[config.mk]
export PLATFORM = sky130hd
export DESIGN_NAME = fifo_byte_packer
export DESIGN_NICKNAME = d
export VERILOG_FILES = /design/src/rtl/fifo_byte_packer_pkg.sv /design/src/rtl/fifo_byte_packer_slot.sv /design/src/rtl/fifo_byte_packer.sv
export SDC_FILE = /design/constraint.sdc
export NUM_CORES = 1
export LEC_CHECK = 0
export CORE_AREA = 3 3 64 110
export DETAILED_ROUTE_END_ITERATION = 7
export DIE_AREA = 0 0 67 113
export PLACE_DENSITY = 0.82
export SLEW_MARGIN = 5
export SYNTH_ARGS = -nofsm -noshare
export SYNTH_HDL_FRONTEND = slang
export SYNTH_SLANG_ARGS = --single-unit
[constraint.sdc]
create_clock -name clk -period 1.8 [get_ports clk]
set_input_delay 0.36 -clock clk [delete_from_list [all_inputs] [get_ports clk]]
set_output_delay 0.36 -clock clk [all_outputs]
set_load 0.005 [all_outputs]
[src/rtl/fifo_byte_packer_pkg.sv]
// Shared types and helpers for the FIFO byte packer: default geometry, FSM states
// and the lane-keep mask generator.
package fifo_pkg;

    localparam int IN_W_DEFAULT  = 8;
    localparam int LANES_DEFAULT = 4;

    typedef enum logic [0:0] {
        S_FILL  = 1'b0,
        S_FLUSH = 1'b1
    } state_t;

    // Mask with the low 'fill' bits set; fill==LANES yields all-ones after truncation.
    function automatic logic [63:0] keep_mask(input int unsigned fill);
        logic [63:0] mask;
        if (fill >= 32'd64) begin
            mask = {64{1'b1}};
        end else begin
            mask = (64'd1 << fill) - 64'd1;
        end
        return mask;
    endfunction

endpackage

[src/rtl/fifo_byte_packer_slot.sv]
// Output holding register for the packer: loads a word when free, holds it stable
// while the consumer stalls and releases it on accept.
module fifo_byte_packer_slot
    import fifo_pkg::*;
#(
    parameter int W = 32,
    parameter int K = 4
) (
    input  logic         clk,
    input  logic         rst,
    input  logic         load,
    input  logic [W-1:0] load_data,
    input  logic [K-1:0] load_keep,
    input  logic         ready,
    output logic         valid,
    output logic [W-1:0] data,
    output logic [K-1:0] keep,
    output logic         free
);

    logic         valid_r;
    logic [W-1:0] data_r;
    logic [K-1:0] keep_r;

    // Slot can take a new word when empty or when its current word leaves this cycle.
    assign free  = !valid_r || ready;
    assign valid = valid_r;
    assign data  = data_r;
    assign keep  = keep_r;

    // Holding register: reload, drop valid after accept, or hold on stall.
    always_ff @(posedge clk) begin
        if (rst) begin
            valid_r <= 1'b0;
            data_r  <= {W{1'b0}};
            keep_r  <= {K{1'b0}};
        end else if (load) begin
            valid_r <= 1'b1;
            data_r  <= load_data;
            keep_r  <= load_keep;
        end else if (valid_r && ready) begin
            valid_r <= 1'b0;
        end else begin
            valid_r <= valid_r;
        end
    end

endmodule

[src/rtl/fifo_byte_packer.sv]
// Drains a byte FIFO and packs LANES entries per output word on a valid/ready stream;
// a flush pulse emits the partially collected word with a lane-keep mask.
module fifo_byte_packer
    import fifo_pkg::*;
#(
    parameter int IN_W  = IN_W_DEFAULT,
    parameter int LANES = LANES_DEFAULT
) (
    input  logic                  clk,
    input  logic                  rst,
    input  logic                  fifo_empty,
    output logic                  fifo_rd_en,
    input  logic [IN_W-1:0]       fifo_rdata,
    input  logic                  flush,
    output logic                  m_valid,
    input  logic                  m_ready,
    output logic [IN_W*LANES-1:0] m_data,
    output logic [LANES-1:0]      m_keep
);

    localparam int OUT_W  = IN_W * LANES;
    localparam int IDX_W  = $clog2(LANES);
    localparam int FILL_W = IDX_W + 1;
    localparam logic [FILL_W-1:0] FILL_FULL = FILL_W'(LANES);
    localparam logic [FILL_W:0]   LANES_EXT = (FILL_W + 1)'(LANES);

    state_t             state_r;
    state_t             state_s;
    logic [FILL_W-1:0]  fill_r;
    logic               inflight_r;
    logic [OUT_W-1:0]   asm_r;
    logic [FILL_W:0]    pending_s;
    logic               rd_en_s;
    logic               slot_free_s;
    logic               full_xfer_s;
    logic               flush_xfer_s;
    logic               load_s;
    logic [LANES-1:0]   keep_s;

    assign pending_s  = {1'b0, fill_r} + {{FILL_W{1'b0}}, inflight_r};
    assign fifo_rd_en = rd_en_s;

    // Read issue: counting the in-flight entry keeps assembly from overflowing.
    always_comb begin
        rd_en_s = !rst && !fifo_empty && (state_r == S_FILL) && (pending_s < LANES_EXT);
    end

    // Full words move whenever the slot frees; partial words only once the flush has settled.
    always_comb begin
        full_xfer_s  = (fill_r == FILL_FULL) && slot_free_s;
        flush_xfer_s = (state_r == S_FLUSH) && !inflight_r &&
                       (fill_r != {FILL_W{1'b0}}) && slot_free_s;
        load_s       = full_xfer_s || flush_xfer_s;
        keep_s       = LANES'(keep_mask(32'(fill_r)));
    end

    // Next-state logic.
    always_comb begin
        state_s = state_r;
        case (state_r)
            S_FILL: begin
                if (flush) begin
                    state_s = S_FLUSH;
                end else begin
                    state_s = S_FILL;
                end
            end
            S_FLUSH: begin
                if (!inflight_r && ((fill_r == {FILL_W{1'b0}}) || slot_free_s)) begin
                    state_s = S_FILL;
                end else begin
                    state_s = S_FLUSH;
                end
            end
            default: state_s = S_FILL;
        endcase
    end

    // State, in-flight flag and assembly register; a transfer clears every lane.
    always_ff @(posedge clk) begin
        if (rst) begin
            state_r    <= S_FILL;
            inflight_r <= 1'b0;
            fill_r     <= {FILL_W{1'b0}};
            asm_r      <= {OUT_W{1'b0}};
        end else begin
            state_r    <= state_s;
            inflight_r <= rd_en_s;
            if (load_s) begin
                fill_r <= {FILL_W{1'b0}};
                asm_r  <= {OUT_W{1'b0}};
            end else if (inflight_r) begin
                asm_r[fill_r[IDX_W-1:0]*IN_W +: IN_W] <= fifo_rdata;
                fill_r <= fill_r + {{(FILL_W-1){1'b0}}, 1'b1};
            end else begin
                fill_r <= fill_r;
            end
        end
    end

    fifo_byte_packer_slot #(
        .W (OUT_W),
        .K (LANES)
    ) u_slot (
        .clk       (clk),
        .rst       (rst),
        .load      (load_s),
        .load_data (asm_r),
        .load_keep (keep_s),
        .ready     (m_ready),
        .valid     (m_valid),
        .data      (m_data),
        .keep      (m_keep),
        .free      (slot_free_s)
    );

endmodule

==> metrics.log, run 1 <==
[metrics] Mapped Avg Cell Area: 9.066 µm²
[metrics] remaining global-route overflow: 0
[metrics] Initial Util: 45.22%
[metrics] share of power burned in the clock network: 36.8%
[metrics] number of setup violations in the final report: 0
[metrics] fin crit share: 92.04%
[metrics] Antenna Violating Nets Remaining: 0
[metrics] Worst IR Drop VDD: 0.0007937 V
[metrics] final critical path time including I/O delays and setup: 1.657 ns
[metrics] Post-CTS Hold Buffers: 0
[metrics] number of distinct library cells after synthesis: 33
[metrics] endpoint kind of the worst setup timing path: output pin
[metrics] total negative slack for setup checks: 0 ns
[metrics] Clock Sinks: 74
[metrics] path type of the worst min-delay path: reg -> reg
[metrics] Leak: 1.290 nW
[metrics] total core area: 6276 µm²
[metrics] total wire length after detailed routing: 6.376 mm
[metrics] remaining design rule violation count: 0
[metrics] total iterations of the first detailed-routing run: 5
[metrics] cell count after synthesis: 313
[metrics] count of boundary I/O pins: 51
[metrics] buffer levels on the longest clock path: 2
[metrics] fraction of layout instances using a drive strength above 1: 11.94%
[metrics] Mapped Nets: 333
[metrics] clock tree from TritonCTS: done
[metrics] max-cap violation count: 0
[metrics] worst setup path category: reg -> out
[metrics] largest cells by area after synthesis: sky130_fd_sc_hd__dfxtp_1, sky130_fd_sc_hd__nand2_1, sky130_fd_sc_hd__a22oi_1
[metrics] count of fill cells added during filler insertion: 548
[metrics] Fmax: 603.6 MHz
[metrics] #FFs+latches synth: 74
[metrics] portion of total power attributed to sequential cells: 49.2%
[metrics] Area Overhead vs Synth: 29.23%
[metrics] internal portion of total power: 2.543 mW
[metrics] sequential share of the synthesized area: 52.20%
[metrics] post-route clock skew: 0.01047 ns
[metrics] logic gate share of total power: 14.0%
[metrics] diode insertion count for antenna repair: 0
[metrics] fraction of power spent switching nets: 26.19%
[metrics] async set or reset register ratio after synthesis: 0%
[metrics] power density over the cells: 939.6 nW/µm²
[metrics] first-pass GRT wire length: 10.03 mm
[metrics] ys flop type: sky130_fd_sc_hd__dfxtp_1
[metrics] number of clock buffers inserted by TritonCTS: 9
[metrics] hold violation total from the final report: 0
[metrics] height of the die: 113 µm
[metrics] violation count after the first detailed-routing iteration: 132
[metrics] Syn. warnings: 0
[metrics] vias in the first global route: 2187
[metrics] endpoint required time on the critical path: 1.44 ns
[metrics] post-detailed-route wirelength per cell: 13.95 µm
[metrics] placed wire-length estimate: 4.614 mm
[metrics] worst setup slack before clock tree synthesis: -0.3095 ns
[metrics] cell type with the largest total area after synthesis: sky130_fd_sc_hd__dfxtp_1
[metrics] EDFF count, synth: 0
[metrics] largest net degree at the start of global routing: 40
[metrics] die area: 7571 µm²
[metrics] maximum level of the CTS H-tree: 3
[metrics] Setup WS post-layout: 0.1432 ns
[metrics] share of the synthesized area in the top cell type: 52.20%
[metrics] Clk pin slew, worst setup/hold paths: 0.08 ns
[metrics] placement row count: 38
[metrics] number of antenna violations at the first check in global routing: 0
[metrics] clock insertion delay at the later pin of the skew report: 0.36 ns
[metrics] endpoint arrival time on the critical path: 1.30 ns
[metrics] fin nets: 392
[metrics] Root Driver: sky130_fd_sc_hd__clkbuf_8
[metrics] die width: 67 µm
[metrics] vias after detailed routing: 2360
[metrics] global-route total usage across every layer: 17.87%
[metrics] total standard cell area after synthesis: 2838 µm²
[metrics] worst-path maximum fanout: 8
[metrics] final weighted congestion in routability-driven placement: 0.8038
[metrics] RSZ-0062 raised after global routing: false
[metrics] Slew headroom: 66.92%
[metrics] via count normalized by instance count: 5.164
[metrics] final slew viol count: 0
[metrics] startpoint kind of the worst setup timing path: flop
[metrics] Port Buffers: 50
[metrics] Slew @ Worst Pin: 0.4941 ns
[metrics] Sw Pwr: 902.5 µW
[metrics] outcome: completed
-- flip-flops by register name (all words and copies together), names as in the netlist --
name and count:
u_slot.valid 1, state_r 1, asm_r 32, u_slot.data 32, inflight_r 1, u_slot.keep 4
fill_r 3
-- path summary, 6_finish.rpt --
| path | from | endpoint | slack (ns) | cells past startpoint |
|---|---|---|---|---|
| min reg2reg | asm_r[12] | u_slot.data[12] | 0.45 | 2 |
| min | asm_r[12] | u_slot.data[12] | 0.45 | 2 |
| max | fill_r[0] | fifo_rd_en | 0.14 | 4 |
| max reg2reg | fill_r[0] | asm_r[7] | 0.17 | 7 |
-- power groups by stage --
stage          clock (mW)  sequential (mW)  combinational, mW
2_1_floorplan           0             1.73              0.321
3_3_place_gp            0             1.73              0.454
3_5_place_dp            0             1.73              0.464
4_1_cts              1.28             1.70              0.468
5_1_grt              1.37             1.70              0.524
6_report             1.27             1.70              0.481
-- through the flow --
| stage | cell area (µm²) | util [%] | power, mW | std cells | hold WS (ns) |
|---|---|---|---|---|---|
| 5_1_grt | 3667 | 58.43 | 3.591 | 457 | 0.4741 |
| 3_3_place_gp | 3437 | 54.76 | 2.188 | 439 | 0.4404 |
| 3_5_place_dp | 3437 | 54.76 | 2.198 | 439 | 0.4436 |
| 2_1_floorplan | 2840 | - | 2.053 | 313 | 0.4315 |
| 6_report | 3667 | 58.43 | 3.446 | 457 | 0.4513 |
| 4_1_cts | 3635 | 57.91 | 3.446 | 455 | 0.4544 |
-- logic make-up after synthesis --
kind of cell / count (synthesis) / synth area share, %
AO/OA/AOI/OAI: 76 / 17.50
XOR/XNOR: 1 / 0.3087
adder cells (fa/ha/maj): 7 / 3.086
buffers and inverters: 23 / 4.982
flip-flops: 74 / 52.20
multiplexers: 2 / 0.7055
AND/OR/NAND/NOR: 130 / 21.21
-- worst max-delay path, stage by stage, from the launching register on --
cell and delay (ns):
sky130_fd_sc_hd__dfxtp_1 0.35, sky130_fd_sc_hd__buf_6 0.16, sky130_fd_sc_hd__nand2_2 0.12, sky130_fd_sc_hd__o21a_1 0.19
sky130_fd_sc_hd__buf_2 0.12
-- synth_stat cells, drive strengths merged, types with 3 or more instances --
library cell,count
nor4b,3
dfxtp,74
o21ai,3
nor2,40
a21oi,35
ha,7
nor3,3
buf,15
clkbuf,4
nand2b,5
a22oi,31
a211oi,3
inv,4
nand2,71
-- area by class of cell --
class,instances,area [µm²],share of cell area [%]
clock buffers,11,141.4,3.855
well taps,80,100.1,2.729
repair buffers,67,640.6,17.47
multi-input cells,216,1234,33.64
flip-flops and latches,74,1483,40.43
clock inverters,5,53.80,1.467
inverters,4,15.01,0.4094
-- per-layer routing --
layer | GRT usage [%] | vias to the layer above | routed length, µm
met3 | 4.866 | 11 | 280
li1 | - | 1185 | -
met5 | 0 | - | 0
met4 | 8.943 | 0 | 141
met2 | 31.34 | 53 | 3499
met1 | 18.88 | 1111 | 2455
-- timing repair --
action | in CTS | in global routing
endpoints found under the setup margin | 9 | 9
pin swaps | 1 | 2
resized for setup | 5 | 6
setup buffers | 0 | 2
endpoints found under the hold margin | 0 | 0
gates cloned | 0 | 0
-- layout by cell type (no fill, tap or decap), drive strengths merged, types with 3 or more instances in the layout --
| cell type | instances |
|---|---|
| a211oi | 3 |
| nand2b | 5 |
| buf | 18 |
| inv | 4 |
| a21oi | 35 |
| ha | 7 |
| clkdlybuf4s50 | 47 |
| nor4b | 3 |
| nand2 | 71 |
| o21ai | 3 |
| clkbuf | 11 |
| a22oi | 31 |
| nor2 | 40 |
| nor3 | 3 |
| dfxtp | 74 |
| clkinv | 4 |
(Power assumes the default switching activity.)
==> inputs of run 2 (changes only) <==
--- a/config.mk
+++ b/config.mk
@@ -5,9 +5,9 @@
 export SDC_FILE = /design/constraint.sdc
 export NUM_CORES = 1
 export LEC_CHECK = 0
-export CORE_AREA = 3 3 64 110
+export CORE_AREA = 5 5 66 112
 export DETAILED_ROUTE_END_ITERATION = 7
-export DIE_AREA = 0 0 67 113
+export DIE_AREA = 0 0 71 117
 export PLACE_DENSITY = 0.82
 export SLEW_MARGIN = 5
 export SYNTH_ARGS = -nofsm -noshare
==> run 2 against run 1 <==
Sequential share of layout area down 1.3 points; combinational power grew 4%; hold slack better by 0.0022 ns; first-iteration DRC count increased by 13%; register-to-register slack got worse by 0.04 ns; global-route usage decreased by 1.0 points; largest power group is now the clock network; wire length increased by 4.5%; clock skew fell by 0.0052 ns; critical path depth did not move; worst setup slack lost 0.068 ns; largest cell class unchanged; maximum frequency fell by 3.9%; via count is 0.42% lower.
==> metrics.log, run 2 (synthesized netlist as in run 1, its figures left out) <==
[metrics] vias in the first global route: 2277 (+4.1%)
[metrics] diode insertion count for antenna repair: 0 (unchanged)
[metrics] remaining design rule violation count: 0 (unchanged)
[metrics] endpoint required time on the critical path: 1.44 ns (about the same)
[metrics] number of clock buffers inserted by TritonCTS: 9 (unchanged)
[metrics] placed wire-length estimate: 4.733 mm (+2.6%)
[metrics] total core area: 6441 µm² (+2.6%)
[metrics] path type of the worst min-delay path: reg -> reg
[metrics] via count normalized by instance count: 5.120 (-0.86%)
[metrics] Area Overhead vs Synth: 33.29%
[metrics] post-detailed-route wirelength per cell: 14.52 µm (+4.1%)
[metrics] commonest non-fill, non-tap cell in the layout: sky130_fd_sc_hd__dfxtp_1
[metrics] Clk pin slew, worst setup/hold paths: 0.06 ns (-0.02 ns)
[metrics] final critical path time including I/O delays and setup: 1.725 ns (+0.06805 ns)
[metrics] Initial Util: 44.06% (-1.2 points)
[metrics] power density over the cells: 1054 nW/µm² (+12%)
[metrics] total wire length after detailed routing: 6.664 mm (+4.5%)
[metrics] buffer levels on the longest clock path: 2 (unchanged)
[metrics] hold violation total from the final report: 0 (unchanged)
[metrics] most used cells in the layout excluding fill and tap cells: sky130_fd_sc_hd__dfxtp_1, sky130_fd_sc_hd__nand2_1, sky130_fd_sc_hd__clkdlybuf4s50_1
[metrics] Setup WS post-layout: 0.07519 ns (-0.06805 ns)
[metrics] startpoint kind of the worst setup timing path: input port
[metrics] total iterations of the first detailed-routing run: 5 (unchanged)
[metrics] Port Buffers: 50 (unchanged)
[metrics] height of the die: 117 µm (+3.5%)
[metrics] Antenna Violating Nets Remaining: 0 (unchanged)
[metrics] RSZ-0062 raised after global routing: false
[metrics] first-pass GRT wire length: 10.80 mm (+7.7%)
[metrics] count of boundary I/O pins: 51 (unchanged)
[metrics] worst-path maximum fanout: 2 (-6)
[metrics] endpoint kind of the worst setup timing path: output pin
[metrics] clock insertion delay at the later pin of the skew report: 0.33 ns (-0.03 ns)
[metrics] remaining global-route overflow: 0 (unchanged)
[metrics] Slew headroom: 71.80% (+4.9 points)
[metrics] max-cap violation count: 0 (unchanged)
[metrics] worst hold slack after final layout: 0.4535 ns (+0.002173 ns)
[metrics] worst setup slack before clock tree synthesis: -0.3485 ns (-0.03895 ns)
[metrics] fin nets: 392 (unchanged)
[metrics] outcome: completed
[metrics] Worst IR Drop VDD: 0.0007457 V (-6.0%)
[metrics] largest net degree at the start of global routing: 40 (unchanged)
[metrics] power after layout: 3.987 mW (+16%)
[metrics] Root Driver: sky130_fd_sc_hd__clkbuf_16
[metrics] post-route clock skew: 0.005225 ns (-0.005249 ns)
[metrics] fraction of layout instances using a drive strength above 1: 11.94% (unchanged)
[metrics] placement row count: 39 (+2.6%)
[metrics] vias after detailed routing: 2350 (-0.42%)
[metrics] endpoint arrival time on the critical path: 1.36 ns (+0.06 ns)
[metrics] Clock Sinks: 74 (unchanged)
[metrics] number of antenna violations at the first check in global routing: 0 (unchanged)
[metrics] die width: 71 µm (+6.0%)
[metrics] global-route total usage across every layer: 16.83% (-1.0 points)
[metrics] Leak: 1.342 nW (+4.0%)
[metrics] number of setup violations in the final report: 0 (unchanged)
[metrics] maximum level of the CTS H-tree: 3 (unchanged)
[metrics] Fmax: 579.8 MHz (-3.9%)
[metrics] Post-CTS Hold Buffers: 0 (unchanged)
[metrics] final slew viol count: 0 (unchanged)
[metrics] fin crit share: 95.82% (+3.8 points)
[metrics] worst setup path category: in -> out
[metrics] violation count after the first detailed-routing iteration: 149 (+13%)
[metrics] Slew @ Worst Pin: 0.4199 ns (-0.07418 ns)
[metrics] clock tree from TritonCTS: done
[metrics] final weighted congestion in routability-driven placement: 0.8255 (+2.7%)
[metrics] die area: 8307 µm² (+9.7%)
==> run 2: layer usage <==
metal | wire length, µm | global-route usage [%]
met5 | 0 | 0
met4 | 143 | 7.779
met3 | 237 | 4.530
met2 | 3692 | 31.93
met1 | 2591 | 16.81
==> run 2: power breakdown <==
| group | switching, mW | total, mW | internal (mW) |
|---|---|---|---|
| sequential | 0.0239 | 1.70 | 1.68 |
| combinational | 0.294 | 0.498 | 0.204 |
| clock | 0.649 | 1.79 | 1.14 |
==> run 2: cell type report <==
class                           count  area (µm²)
Fill cell                         570        2659
Sequential cell                    74        1481
Multi-Input combinational cell    216        1230
Timing Repair Buffer               67       648.1
Clock buffer                       11       252.7
Tap cell                           82       102.6
Clock inverter                      5       52.55
Inverter                            4       15.01
==> run 2: final timing paths <==
path	startpoint	to	slack, ns	cells after the start
worst max-delay path	fifo_empty	fifo_rd_en	0.08	4
worst min-delay path	u_slot.data[22]	u_slot.data[22]	0.45	2
worst max register to register	fill_r[1]	asm_r[3]	0.13	7
worst min register to register	u_slot.data[22]	u_slot.data[22]	0.45	2
==> run 2: critical path, stage by stage <==
cell                              delay [ns]
sky130_fd_sc_hd__clkdlybuf4s50_1        0.41
sky130_fd_sc_hd__nor4_2                 0.33
sky130_fd_sc_hd__o21a_1                 0.16
sky130_fd_sc_hd__buf_2                  0.10
==> run 2: metrics by stage <==
stage / setup TNS, ns / std cells / util (%) / instance area (µm²)
6_report: 0 / 459 / 58.72 / 3782
2_1_floorplan: 0 / 313 / - / 2840
5_1_grt: 0 / 459 / 58.72 / 3782
3_5_place_dp: -2.994 / 441 / 53.59 / 3452
3_3_place_gp: -1.977 / 441 / 53.59 / 3452
4_1_cts: 0 / 458 / 58.47 / 3766
==> run 2: timing repair <==
action                                  in CTS  in global routing
resized for setup                            5                  2
hold endpoints to repair                     0                  0
setup buffers                                1                  1
pin swaps                                    2                  1
endpoints found under the setup margin       2                 17
==> inputs of run 3 (changes only) <==
--- a/config.mk
+++ b/config.mk
@@ -6,6 +6,7 @@
 export NUM_CORES = 1
 export LEC_CHECK = 0
 export CORE_AREA = 5 5 66 112
+export CTS_CLUSTER_DIAMETER = 150
 export DETAILED_ROUTE_END_ITERATION = 7
 export DIE_AREA = 0 0 71 117
 export PLACE_DENSITY = 0.82
==> results of run 3 <==
Final layout, timing and power as in run 2 (identical DEF).
